[config.mk]
export PLATFORM = sky130hd
export DESIGN_NAME = thermo_ctrl_mc_flat
export DESIGN_NICKNAME = d
export VERILOG_FILES = /design/src/rtl/thermo_pkg.sv /design/src/rtl/thermo_ctrl_mc_if.sv /design/src/rtl/thermo_chan.sv /design/src/rtl/thermo_ctrl_mc.sv /design/src/flat_wrapper.sv
export SDC_FILE = /design/constraint.sdc
export NUM_CORES = 1
export LEC_CHECK = 0
export BUFFER_PORTS_ARGS = -buffer_cell sky130_fd_sc_hd__buf_2
export CAP_MARGIN = 20
export CORE_MARGIN = 8
export CORE_UTILIZATION = 58
export CTS_CLUSTER_SIZE = 25
export DETAILED_ROUTE_END_ITERATION = 10
export PLACE_DENSITY = 0.84
export SYNTH_ARGS = -nofsm -noshare
export SYNTH_HDL_FRONTEND = slang
export SYNTH_SLANG_ARGS = --single-unit
[constraint.sdc]
create_clock -name clk -period 5.4 [get_ports clk]
set_clock_uncertainty 0.05 [all_clocks]
set_input_delay 0.27 -clock clk [delete_from_list [all_inputs] [get_ports clk]]
set_output_delay 0.27 -clock clk [all_outputs]
set_load 0.05 [all_outputs]
[src/rtl/thermo_pkg.sv]
// ---------------------------------------------------------------------------
// thermo_pkg : shared state encoding and mode width for thermo_ctrl_mc
// Rev 1.0
// ---------------------------------------------------------------------------
`default_nettype none

package thermo_pkg;
  localparam int MODE_W = 2;

  typedef enum logic [MODE_W-1:0] {
    IDLE = 2'b00,
    HEAT = 2'b10,
    COOL = 2'b01
  } state_t;
endpackage

`default_nettype wire

[src/rtl/thermo_ctrl_mc_if.sv]
// ---------------------------------------------------------------------------
// thermo_ctrl_mc_if : sample/mode bus between sampling front end and controller
// Rev 1.0
// ---------------------------------------------------------------------------
`default_nettype none

interface thermo_ctrl_mc_if #(
  parameter int N_CH   = 2,
  parameter int TEMP_W = 5
);
  import thermo_pkg::*;

  logic [N_CH-1:0]        temp_valid;
  logic [N_CH*TEMP_W-1:0] temp;
  logic [N_CH*MODE_W-1:0] mode;
  logic [N_CH-1:0]        mode_chg;
  logic [N_CH-1:0]        crit;
  logic [N_CH-1:0]        dwell_ok;

  modport master (
    output temp_valid, temp,
    input  mode, mode_chg, crit, dwell_ok
  );

  modport slave (
    input  temp_valid, temp,
    output mode, mode_chg, crit, dwell_ok
  );
endinterface

`default_nettype wire

[src/rtl/thermo_chan.sv]
// ---------------------------------------------------------------------------
// thermo_chan : one heat/idle/cool channel with dwell lockout and critical override
// Rev 1.0
// ---------------------------------------------------------------------------
`default_nettype none

module thermo_chan
  import thermo_pkg::*;
#(
  parameter int TEMP_W    = 5,
  parameter int HEAT_ON   = 12,
  parameter int COOL_ON   = 18,
  parameter int HEAT_OFF  = 20,
  parameter int COOL_OFF  = 14,
  parameter int CRIT_HI   = 26,
  parameter int CRIT_LO   = 8,
  parameter int DWELL_CYC = 4
) (
  input  wire logic              clk,
  input  wire logic              rst,
  input  wire logic              valid,
  input  wire logic [TEMP_W-1:0] temp,
  output logic [MODE_W-1:0]      mode,
  output logic                   mode_chg,
  output logic                   crit,
  output logic                   dwell_ok
);
  localparam int              CNT_W   = $clog2(DWELL_CYC + 1);
  localparam logic [CNT_W-1:0] CNT_MAX = CNT_W'(DWELL_CYC);

  localparam logic [TEMP_W-1:0] T_HEAT_ON  = TEMP_W'(HEAT_ON);
  localparam logic [TEMP_W-1:0] T_COOL_ON  = TEMP_W'(COOL_ON);
  localparam logic [TEMP_W-1:0] T_HEAT_OFF = TEMP_W'(HEAT_OFF);
  localparam logic [TEMP_W-1:0] T_COOL_OFF = TEMP_W'(COOL_OFF);
  localparam logic [TEMP_W-1:0] T_CRIT_HI  = TEMP_W'(CRIT_HI);
  localparam logic [TEMP_W-1:0] T_CRIT_LO  = TEMP_W'(CRIT_LO);

  state_t           state;
  state_t           nxt_state;
  logic             nxt_crit;
  logic             change;
  logic [CNT_W-1:0] cnt;

  // Critical limits are checked first and ignore the dwell lockout.
  always_comb begin
    nxt_state = state;
    nxt_crit  = 1'b0;
    if (valid) begin
      if (temp > T_CRIT_HI) begin
        nxt_state = COOL;
        nxt_crit  = 1'b1;
      end else if (temp < T_CRIT_LO) begin
        nxt_state = HEAT;
        nxt_crit  = 1'b1;
      end else if (dwell_ok) begin
        case (state)
          IDLE: begin
            if (temp < T_HEAT_ON)      nxt_state = HEAT;
            else if (temp > T_COOL_ON) nxt_state = COOL;
          end
          HEAT:    if (temp > T_HEAT_OFF) nxt_state = IDLE;
          COOL:    if (temp < T_COOL_OFF) nxt_state = IDLE;
          default: nxt_state = IDLE;
        endcase
      end
    end
  end

  assign change = (nxt_state != state);

  always_ff @(posedge clk or posedge rst) begin
    if (rst) begin
      state    <= IDLE;
      cnt      <= CNT_MAX;
      dwell_ok <= 1'b1;
      mode_chg <= 1'b0;
      crit     <= 1'b0;
    end else begin
      state    <= nxt_state;
      mode_chg <= change;
      crit     <= change & nxt_crit;
      if (change) begin
        cnt      <= '0;
        dwell_ok <= 1'b0;
      end else if (cnt != CNT_MAX) begin
        cnt      <= cnt + CNT_W'(1);
        dwell_ok <= ((cnt + CNT_W'(1)) == CNT_MAX);
      end
    end
  end

  assign mode = state;
endmodule

`default_nettype wire

[src/rtl/thermo_ctrl_mc.sv]
// ---------------------------------------------------------------------------
// thermo_ctrl_mc : N_CH independent thermostat channels on a shared bus
// Rev 1.0
// ---------------------------------------------------------------------------
`default_nettype none

module thermo_ctrl_mc
  import thermo_pkg::*;
#(
  parameter int TEMP_W    = 5,
  parameter int N_CH      = 2,
  parameter int HEAT_ON   = 12,
  parameter int COOL_ON   = 18,
  parameter int HEAT_OFF  = 20,
  parameter int COOL_OFF  = 14,
  parameter int CRIT_HI   = 26,
  parameter int CRIT_LO   = 8,
  parameter int DWELL_CYC = 4
) (
  input  wire logic         clk,
  input  wire logic         rst,
  thermo_ctrl_mc_if.slave   bus
);
  localparam int T_MAX = (2 ** TEMP_W) - 1;

  if (!(CRIT_LO < COOL_OFF)) begin : g_chk_crit_lo
    $fatal(1, "thermo_ctrl_mc: CRIT_LO must be below COOL_OFF");
  end
  if (!(HEAT_ON < COOL_ON)) begin : g_chk_on
    $fatal(1, "thermo_ctrl_mc: HEAT_ON must be below COOL_ON");
  end
  if (!(HEAT_OFF < CRIT_HI)) begin : g_chk_crit_hi
    $fatal(1, "thermo_ctrl_mc: HEAT_OFF must be below CRIT_HI");
  end
  if (HEAT_ON > T_MAX || COOL_ON > T_MAX || HEAT_OFF > T_MAX ||
      COOL_OFF > T_MAX || CRIT_HI > T_MAX || CRIT_LO > T_MAX) begin : g_chk_range
    $fatal(1, "thermo_ctrl_mc: threshold exceeds TEMP_W range");
  end
  if (DWELL_CYC < 1) begin : g_chk_dwell
    $fatal(1, "thermo_ctrl_mc: DWELL_CYC must be at least 1");
  end

  for (genvar i = 0; i < N_CH; i++) begin : g_chan
    thermo_chan #(
      .TEMP_W   (TEMP_W),
      .HEAT_ON  (HEAT_ON),
      .COOL_ON  (COOL_ON),
      .HEAT_OFF (HEAT_OFF),
      .COOL_OFF (COOL_OFF),
      .CRIT_HI  (CRIT_HI),
      .CRIT_LO  (CRIT_LO),
      .DWELL_CYC(DWELL_CYC)
    ) u_chan (
      .clk     (clk),
      .rst     (rst),
      .valid   (bus.temp_valid[i]),
      .temp    (bus.temp[i*TEMP_W +: TEMP_W]),
      .mode    (bus.mode[i*MODE_W +: MODE_W]),
      .mode_chg(bus.mode_chg[i]),
      .crit    (bus.crit[i]),
      .dwell_ok(bus.dwell_ok[i])
    );
  end
endmodule

`default_nettype wire

[src/flat_wrapper.sv]
// flat-port wrapper written by rule: the top's interface ports become plain ports
module thermo_ctrl_mc_flat import thermo_pkg::*;
#(
  parameter int TEMP_W    = 5,
  parameter int N_CH      = 2,
  parameter int HEAT_ON   = 12,
  parameter int COOL_ON   = 18,
  parameter int HEAT_OFF  = 20,
  parameter int COOL_OFF  = 14,
  parameter int CRIT_HI   = 26,
  parameter int CRIT_LO   = 8,
  parameter int DWELL_CYC = 4
)
  (clk, rst, bus_temp_valid, bus_temp, bus_mode, bus_mode_chg, bus_crit, bus_dwell_ok);
  thermo_ctrl_mc_if #(.N_CH(N_CH), .TEMP_W(TEMP_W)) bus_i ();
  input  wire logic clk;
  input  wire logic rst;
  input wire logic [$bits(bus_i.temp_valid)-1:0] bus_temp_valid;
  input wire logic [$bits(bus_i.temp)-1:0] bus_temp;
  output wire logic [$bits(bus_i.mode)-1:0] bus_mode;
  output wire logic [$bits(bus_i.mode_chg)-1:0] bus_mode_chg;
  output wire logic [$bits(bus_i.crit)-1:0] bus_crit;
  output wire logic [$bits(bus_i.dwell_ok)-1:0] bus_dwell_ok;
  assign bus_i.temp_valid = bus_temp_valid;
  assign bus_i.temp = bus_temp;
  assign bus_mode = bus_i.mode;
  assign bus_mode_chg = bus_i.mode_chg;
  assign bus_crit = bus_i.crit;
  assign bus_dwell_ok = bus_i.dwell_ok;
  thermo_ctrl_mc #(.TEMP_W(TEMP_W), .N_CH(N_CH), .HEAT_ON(HEAT_ON), .COOL_ON(COOL_ON), .HEAT_OFF(HEAT_OFF), .COOL_OFF(COOL_OFF), .CRIT_HI(CRIT_HI), .CRIT_LO(CRIT_LO), .DWELL_CYC(DWELL_CYC)) u_core (.clk(clk), .rst(rst), .bus(bus_i));
endmodule
==> results of run 1 <==
==> stage by stage <==
step                      power [µW]  worst slack, ps  instance area, µm²
final                            571             3420                1280
after global routing             611             3340                1280
after CTS                        575             3420                1280
after detailed placement         493             3410                1250
after global placement           476             3490                1250
after floorplan                  441             3270                1160
==> state kept, by name (all words and copies together) (netlist names) <==
name,flops
u_core.g_chan.u_chan.mode_chg,2
u_core.g_chan.u_chan.cnt,6
u_core.g_chan.u_chan.dwell_ok,2
u_core.g_chan.u_chan.mode,4
u_core.g_chan.u_chan.crit,2
==> cell usage after synthesis (2+ instances only) <==
cell type / n / area share
o21ai_1: 2 / 0.0086
a21o_1: 2 / 0.013
or2_2: 2 / 0.011
nor2_1: 12 / 0.039
a2111oi_0: 2 / 0.015
a22o_1: 2 / 0.015
xnor2_1: 2 / 0.015
a211oi_1: 2 / 0.013
a21oi_1: 15 / 0.064
o221ai_1: 2 / 0.015
nand2_1: 10 / 0.032
dfstp_2: 4 / 0.090
buf_4: 6 / 0.039
dfrtp_1: 12 / 0.26
ha_1: 6 / 0.064
buf_2: 2 / 0.0086
o21ai_0: 13 / 0.056
a31oi_1: 2 / 0.011
inv_1: 12 / 0.039
nor3_1: 4 / 0.017
o211a_1: 2 / 0.017
==> final cells by class <==
type                    instances  area (µm²)  area share
multi-input cells              99         648       0.505
flip-flops and latches         16         405       0.316
clock buffers                   4        36.3      0.0283
well taps                      27        33.8      0.0263
inverters                      12        45.0      0.0351
repair buffers                 23         115      0.0897
==> cells by family after synthesis <==
group           after synthesis  share of synthesized area
fa+ha+maj                     6                     0.0644
xor+xnor                      2                     0.0150
buf+inv                      21                     0.0956
compound gates               54                      0.316
simple gates                 36                      0.153
flops                        16                      0.348
mux                           1                    0.00859
==> worst max-delay path, delay by kind of cell (launching register included) <==
kind	cells	cell delay, ps
flip-flops	1	580
AO/OA/AOI/OAI	3	630
AND/OR/NAND/NOR	2	680
==> path summary, 6_finish.rpt <==
check | startpoint | end | slack [ps] | cells after the start
worst min register to register | u_core.g_chan[1].u_chan.cnt[2] | u_core.g_chan[1].u_chan.dwell_ok | 530 | 2
worst max-delay path | u_core.g_chan[0].u_chan.dwell_ok | u_core.g_chan[0].u_chan.cnt[2] | 3420 | 5
worst max register to register | u_core.g_chan[0].u_chan.dwell_ok | u_core.g_chan[0].u_chan.cnt[2] | 3420 | 5
min in group clk | bus_temp_valid[0] | u_core.g_chan[0].u_chan.crit | 200 | 2
worst min-delay path | rst | u_core.g_chan[1].u_chan.mode_chg | -20 | 2
max in group asynchronous | rst | u_core.g_chan[0].u_chan.mode[0] | 4910 | 2
==> per-layer routing <==
| layer | track usage | vias to the layer above | share of wire |
|---|---|---|---|
| met5 | 0 | - | 0 |
| met4 | 0.0266 | 0 | 0 |
| met3 | 0.0403 | 0 | 0.044 |
| met2 | 0.265 | 22 | 0.55 |
| met1 | 0.167 | 494 | 0.40 |
| li1 | - | 527 | - |
==> power by group through the flow <==
stage / Clock, µW / Sequential (µW) / Combinational [µW]
2_1_floorplan: 0 / 237 / 205
3_3_place_gp: 0 / 216 / 260
3_5_place_dp: 0 / 220 / 273
4_1_cts: 81.8 / 218 / 275
5_1_grt: 87.7 / 225 / 299
6_report: 79.8 / 219 / 272
==> flow_summary.json, run 1 <==
{
  "status": "finished with violations",
  "violations": "negative hold slack",
  "grt_start_max_net_pins": 17,
  "final_common_cell": "buf_2",
  "dp_cells": 177,
  "post_cts_buffers": 0,
  "synth_cell_type_count": 41,
  "rsz0062_at_grt": "no",
  "start_kind": "flop",
  "drc": 0,
  "ios": 24,
  "hpwl_um": 2060,
  "synth-edff-count": 0,
  "ys_seq_elements": 16,
  "worst-setup-path-type": "reg2reg",
  "min_period_ps": 1980,
  "postSynthAreaPerCell_um2": 8.57,
  "track_usage": 0.146,
  "cts_root_buffer": "clkbuf_4",
  "vias_per_cell": 5.76,
  "powerDensity_mw_per_mm2": 445,
  "drive_above_1_share": 0.253,
  "final_util": 0.668,
  "holdWs_ps": -22.9,
  "max_freq_ghz": 0.506,
  "numCtsBuffers": 3,
  "synth_fp_nets": 156,
  "die_y_um": 60.8,
  "antenna_left": 0,
  "seqPwrFrac": 0.383,
  "die_area_mm2": 0.00370,
  "clock_path_buffers": 2,
  "max_slew_margin": 0.595,
  "die_x_um": 60.8,
  "fillers": 167,
  "dr_total_vias": 1043,
  "worstSkewPairLatency_ps": 290,
  "critPathMaxFanout": 6,
  "p_sw_frac": 0.466,
  "p_comb_frac": 0.477,
  "layout.nets": 175,
  "gp_congestion": 0.937,
  "cts_sinks": 16,
  "core_area_mm2": 0.00192,
  "grt_pass1_wl_um": 4240,
  "async_reset_ff_frac": 1.00,
  "yosysSeqAreaShare": 0.348,
  "synth_ff_type": "dfrtp_1",
  "drt-total-wl_um": 2590,
  "grt_remaining_overflow": 0,
  "yosysWarnings": 0,
  "worst_pin_slew_ps": 607,
  "grt_pass1_vias": 1020,
  "drtIter0Drc": 32,
  "wl_per_cell_um": 14.3,
  "final_cell_mix": "buf_2 (23), a21oi_1 (15), o21ai_0 (13)",
  "clk_pin_slew_ps": 100,
  "fin_cells": 181,
  "htreeDepth": 1,
  "slew_violations": 0,
  "p_leak_uw": 0.000612,
  "syn2layout_area_growth_pct": 10.2,
  "crit_path_max_incr_delay_ps": 580,
  "cp.arrival_ps": 2160,
  "syn_area_mm2": 0.00116,
  "antenna_found_initial": 0,
  "min_period_over_period": 0.366,
  "end_kind": "flop",
  "ir_drop_mv": 0.319,
  "drv_cap": 0,
  "hold_class": "in2async",
  "firstDrtPassIters": 4,
  "rows": 16,
  "io_buffer_count": 23,
  "hold_buffers": 0,
  "p_int_uw": 305,
  "setup_viol": 0,
  "cts_resized": 0,
  "setup_tns_ps": 0,
  "syn_inst": 136,
  "path_cells": "or4b_4, a21o_1, a211oi_2, o211ai_2, nor3_2",
  "cts_tree": "done",
  "cp.required_ps": 5580,
  "p_clk_frac": 0.140,
  "antennaDiodeCount": 0,
  "critPathSlowestCell": "dfstp_2",
  "hold_viol": 12,
  "p_sw_uw": 266,
  "start_util": 0.606
}
No activity file was read; power rests on OpenSTA's default activity.
==> run 2: changes to the inputs <==
--- a/config.mk
+++ b/config.mk
@@ -5,13 +5,14 @@
 export SDC_FILE = /design/constraint.sdc
 export NUM_CORES = 1
 export LEC_CHECK = 0
+export ABC_AREA = 1
 export BUFFER_PORTS_ARGS = -buffer_cell sky130_fd_sc_hd__buf_2
 export CAP_MARGIN = 20
 export CORE_MARGIN = 8
-export CORE_UTILIZATION = 58
+export CORE_UTILIZATION = 54
 export CTS_CLUSTER_SIZE = 25
 export DETAILED_ROUTE_END_ITERATION = 10
-export PLACE_DENSITY = 0.84
+export PLACE_DENSITY = 0.79
 export SYNTH_ARGS = -nofsm -noshare
 export SYNTH_HDL_FRONTEND = slang
 export SYNTH_SLANG_ARGS = --single-unit
==> constraint.sdc (replaced) <==
create_clock -name clk -period 2 [get_ports clk]
set_clock_uncertainty 0.05 [all_clocks]
set_input_delay 0.1 -clock clk [delete_from_list [all_inputs] [get_ports clk]]
set_output_delay 0.1 -clock clk [all_outputs]
set_load 0.05 [all_outputs]
==> flow_summary.json, run 2 <==
{
  "grt_remaining_overflow": 0,
  "async_reset_ff_frac": 1.00,
  "yosysMostFrequentCell": "nand2_1",
  "ir_drop_mv": 0.618,
  "hpwl_um": 1990,
  "top_layer_used": "met4",
  "yosys.area.top_type_share": 0.253,
  "yosysSeqAreaShare": 0.341,
  "rows": 17,
  "layout_setup_ws_ps": 425,
  "yosysWarnings": 0,
  "vias_per_cell": 4.89,
  "grt_start_max_net_pins": 17,
  "p_leak_uw": 0.000761,
  "path_cells": "inv_1, nand2_1, nand2_1, nand2_1, nand2_1, nand2_1, nor2_2, nor2_2, nand2_4, o21a_1",
  "drtIter0Drc": 30,
  "synth_fp_nets": 187,
  "cp.required_ps": 2140,
  "synth_cell_type_count": 27,
  "min_period_ps": 1580,
  "gp_congestion": 0.950,
  "worstSkewPairLatency_ps": 290,
  "antenna_left": 0,
  "io_buffer_count": 23,
  "grt_pass1_wl_um": 4510,
  "track_usage": 0.133,
  "max_slew_margin": 0.608,
  "wl_per_cell_um": 11.2,
  "clk_pin_slew_ps": 90,
  "ys_seq_elements": 16,
  "hold_class": "in2reg",
  "cts_sinks": 16,
  "antenna_found_initial": 0,
  "cp.arrival_ps": 1710,
  "r2r_setup_slack_ps": 420,
  "top_register": "u_core.g_chan.u_chan.cnt",
  "numCtsBuffers": 3,
  "clock_path_buffers": 2,
  "synth_top_cell_by_area": "dfrtp_1",
  "hold_viol": 0,
  "syn2layout_area_growth_pct": 12.7,
  "layout.area.seq_um2": 405,
  "synth_ff_type": "dfrtp_1",
  "syn_area_mm2": 0.00119,
  "status": "completed",
  "largest_reg_flops": 6,
  "worst_pin_slew_ps": 588,
  "cts_root_buffer": "clkbuf_4",
  "grt_pass1_vias": 1106,
  "worst-setup-path-type": "reg2reg",
  "setup_viol": 0,
  "synth_common_cells": "nand2_1 (52), inv_1 (27), dfrtp_1 (12)",
  "max_freq_ghz": 0.635,
  "htreeDepth": 1,
  "multi_input_area_um2": 626,
  "end_kind": "flop",
  "power.total_uw": 1280,
  "postSynthAreaPerCell_um2": 7.12,
  "place_ws_ps": 454,
  "final_cell_mix": "nand2_1 (52), inv_1 (27), buf_2 (23)",
  "layout.nets": 210,
  "rsz0062_at_grt": "no",
  "route.met3.wl_um": 104,
  "drt-total-wl_um": 2440,
  "core_area_mm2": 0.00215,
  "fillers": 205,
  "path_buf_inv": 1,
  "powerDensity_mw_per_mm2": 959,
  "drive_above_1_share": 0.291,
  "syn_inst": 167,
  "start_util": 0.553,
  "die_area_mm2": 0.00396,
  "critPathMaxFanout": 5,
  "start_kind": "flop",
  "critPathSlowestCell": "dfstp_2",
  "cts_tree": "done",
  "setup_tns_ps": 0,
  "drc": 0,
  "min_period_over_period": 0.788,
  "ios": 24,
  "critPathTopFamily": "simple AND/OR/NAND/NOR gates",
  "die_y_um": 62.9,
  "dr_total_vias": 1061,
  "firstDrtPassIters": 4,
  "wirelength_met1_um": 1030,
  "antennaDiodeCount": 0,
  "slew_violations": 0,
  "wl_met2_um": 1270,
  "crit_path_max_incr_delay_ps": 580,
  "crit_top_cell": "nand2_1",
  "synth-edff-count": 0,
  "synth_area_leaders": "dfrtp_1 (25%), nand2_1 (16%), dfstp_2 (8.8%)",
  "drv_cap": 0,
  "die_x_um": 62.9,
  "final_common_cell": "nand2_1"
}
## run 2: cell types whose count changed in the layout (fill, tap and decap cells not counted), moves of 4 or more
cell	change
nand2_2	+8
nand2_1	+42
nand3_1	+6
inv_1	+15
a21oi_1	-13
o21ai_0	-10
nor2_2	+4
nand4_1	+4
## run 2: metal layers
metal  track usage  vias to the layer above
li1              -                      554
met1         0.143                      486
met2         0.243                       16
met3        0.0430                        5
met4        0.0313                        0
met5             0                        -
## run 2: stage by stage
step,hold slack (ps),instances,util,instance area [µm²]
2_1_floorplan,-39.1,167,-,1190
3_3_place_gp,129,212,0.602,1290
3_5_place_dp,151,212,0.602,1290
4_1_cts,8.92,217,0.624,1340
5_1_grt,32.4,217,0.624,1340
6_report,23.3,217,0.624,1340
## run 2: final timing paths
path	start	endpoint	cells after the start
worst min-delay path	bus_temp_valid[1]	u_core.g_chan[1].u_chan.mode[1]	2
max in group asynchronous	rst	u_core.g_chan[0].u_chan.mode[1]	3
worst max-delay path	u_core.g_chan[1].u_chan.dwell_ok	u_core.g_chan[1].u_chan.crit	10
worst min register to register	u_core.g_chan[0].u_chan.dwell_ok	u_core.g_chan[0].u_chan.dwell_ok	2
worst max register to register	u_core.g_chan[1].u_chan.dwell_ok	u_core.g_chan[1].u_chan.crit	10
min in group asynchronous	rst	u_core.g_chan[1].u_chan.mode_chg	3
## run 2: report_power, final
part / switching, µW / total, µW / internal (µW)
sequential: 71.0 / 486 / 415
clock: 102 / 213 / 111
combinational: 399 / 586 / 187
total: 572 / 1280 / 713
## run 2: repair_timing
action / CTS / global route
hold buffers: 1 / 0
resized for setup: 0 / 0
setup buffers: 0 / 0
endpoints found under the hold margin: 12 / 0
endpoints found under the setup margin: 0 / 0
## run 2: cell type report
class                           count  area share
Multi-Input combinational cell    115       0.467
Sequential cell                    16       0.303
Inverter                           30      0.0840
Timing Repair Buffer               24      0.0934
Clock buffer                        4      0.0271
Tap cell                           28      0.0261
## run 2: cells by family after synthesis
family          after synthesis  synth area share
fa+ha+maj                     6            0.0632
simple gates                 92             0.362
flops                        16             0.341
compound gates               15            0.0863
buf+inv                      36             0.133
xor+xnor                      2            0.0147
## run 2: worst reg2reg max path: cells and delay by family, from the launching register on
kind / cells / cell delay [ps]
DFF: 1 / 580
and+or+nand+nor: 8 / 670
AOI/OAI and AO/OA: 1 / 110
buffers and inverters: 1 / 70
==> run 3: changes to the inputs <==
==> constraint.sdc (replaced) <==
create_clock -name clk -period 1.6 [get_ports clk]
set_clock_uncertainty 0.05 [all_clocks]
set_input_delay 0.08 -clock clk [delete_from_list [all_inputs] [get_ports clk]]
set_output_delay 0.08 -clock clk [all_outputs]
set_load 0.05 [all_outputs]
==> flow_summary.json, run 3 (same netlist as run 2, synthesis figures left out) <==
{
  "grt_pass1_wl_um": 4560,
  "cts_root_buffer": "clkbuf_4",
  "drc": 0,
  "antenna_found_initial": 0,
  "htreeDepth": 1,
  "antennaDiodeCount": 0,
  "hold_class": "in2reg",
  "grt_start_max_net_pins": 17,
  "cts_tree": "done",
  "ir_drop_mv": 0.927,
  "hold_viol": 0,
  "critPathSlowestCell": "dfstp_2",
  "final_cell_mix": "nand2_1 (46), inv_1 (25), buf_2 (23)",
  "slew_violations": 0,
  "clk_pin_slew_ps": 110,
  "firstDrtPassIters": 4,
  "largest_reg_flops": 6,
  "critPathMaxFanout": 5,
  "worst-setup-path-type": "reg2reg",
  "layout.nets": 212,
  "cp.arrival_ps": 1650,
  "setup_viol": 0,
  "multi_input_area_um2": 667,
  "rsz0062_at_grt": "yes",
  "fillers": 192,
  "start_kind": "flop",
  "min_period_ps": 1510,
  "layout.area.seq_um2": 409,
  "seqPwrFrac": 0.369,
  "p_int_uw": 912,
  "critPathTopFamily": "simple AND/OR/NAND/NOR gates",
  "grt_pass1_vias": 1097,
  "wl_per_cell_um": 11.4,
  "die_area_mm2": 0.00396,
  "grt_remaining_overflow": 0,
  "p_sw_uw": 758,
  "status": "completed",
  "antenna_left": 0,
  "worst_pin_slew_ps": 607,
  "track_usage": 0.136,
  "worstSkewPairLatency_ps": 300,
  "core_area_mm2": 0.00215,
  "die_y_um": 62.9,
  "drtIter0Drc": 61,
  "top_register": "u_core.g_chan.u_chan.cnt",
  "gp_congestion": 0.948,
  "hpwl_um": 2000,
  "drt-total-wl_um": 2500,
  "ios": 24,
  "start_util": 0.553,
  "path_cells": "inv_2, nand2_2, nand2_1, nand2_2, nand2_2, nand2_2, nor2_4, nor2_4, nand2_4, o21a_1",
  "p_leak_uw": 0.000771,
  "numCtsBuffers": 3,
  "power.total_uw": 1670,
  "drv_cap": 0,
  "path_buf_inv": 1,
  "vias_per_cell": 4.92,
  "die_x_um": 62.9,
  "powerDensity_mw_per_mm2": 1190,
  "final_common_cell": "nand2_1",
  "syn2layout_area_growth_pct": 18.0,
  "crit_top_cell": "nand2_2",
  "rows": 17,
  "p_sw_frac": 0.454,
  "p_clk_frac": 0.170,
  "cp.required_ps": 1740,
  "dr_total_vias": 1078,
  "end_kind": "flop",
  "io_buffer_count": 23,
  "max_slew_margin": 0.595,
  "clock_path_buffers": 2,
  "cts_sinks": 16,
  "drive_above_1_share": 0.366,
  "min_period_over_period": 0.944,
  "max_freq_ghz": 0.662,
  "crit_path_max_incr_delay_ps": 590,
  "p_comb_frac": 0.461,
  "holdWs_ps": 33.5
}
==> run 3: cell count changes in the layout (fill, tap and decap cells not counted), moves of 2 or more <==
cell	previous run	this run
dfrtp_1	12	9
nor2_2	4	2
nand2_2	8	14
dfrtp_2	0	3
inv_2	3	5
nand2_1	52	46
nor2_4	0	3
inv_1	27	25
==> run 3: layout make-up <==
| class | instances | area share |
|---|---|---|
| multi-input combinational | 115 | 0.475 |
| clock buffer | 4 | 0.0259 |
| timing repair buffer | 26 | 0.102 |
| sequential | 16 | 0.292 |
| inverter | 30 | 0.0803 |
| tap | 28 | 0.0250 |
==> run 3: repair_timing <==
action | in CTS | in global routing
endpoints found under the hold margin | 13 | 0
endpoints found under the setup margin | 0 | 10
gates resized for setup | 0 | 14
hold buffers | 2 | 0
setup buffers | 0 | 1
==> run 3: power by group through the flow <==
stage | combinational [µW] | clock [µW] | sequential [µW]
floorplan | 551 | 0 | 660
global route | 852 | 310 | 638
finish | 769 | 284 | 617
CTS | 742 | 293 | 610
detailed placement | 735 | 0 | 618
global placement | 702 | 0 | 612
==> run 3: worst min-delay path, delay by kind of cell <==
kind          cells  cell delay (ps)
simple gates      2              130
buf+inv           2              150
==> run 3: per-stage QoR <==
step | cell area [µm²] | TNS (ps) | worst slack, ps | cells | utilization
after floorplan | 1190 | 0 | 18.7 | 167 | -
after global placement | 1300 | 0 | 117 | 212 | 0.604
after detailed placement | 1300 | 0 | 68.9 | 212 | 0.604
after CTS | 1350 | 0 | 49.8 | 218 | 0.630
after global routing | 1400 | -15.2 | -15.2 | 219 | 0.653
final | 1400 | 0 | 89.1 | 219 | 0.653
==> run 3: layer usage <==
metal | GRT usage | vias to the layer above | share of wire
met4 | 0.0570 | 0 | 0.017
met3 | 0.0358 | 4 | 0.043
li1 | - | 556 | -
met5 | 0 | - | 0
met2 | 0.241 | 20 | 0.52
met1 | 0.148 | 498 | 0.42
==> run 3: worst paths after layout <==
check                                              endpoint  slack (ps)  cells past startpoint                        startpoint
min in group asynchronous    u_core.g_chan[1].u_chan.cnt[0]         320                      3                               rst
max                            u_core.g_chan[1].u_chan.crit          90                     10  u_core.g_chan[1].u_chan.dwell_ok
max in group asynchronous   u_core.g_chan[1].u_chan.mode[0]         730                      3                               rst
min                         u_core.g_chan[0].u_chan.mode[1]          30                      4                 bus_temp_valid[0]
max reg2reg                    u_core.g_chan[1].u_chan.crit          90                     10  u_core.g_chan[1].u_chan.dwell_ok
min reg2reg                u_core.g_chan[0].u_chan.dwell_ok         490                      2  u_core.g_chan[0].u_chan.dwell_ok
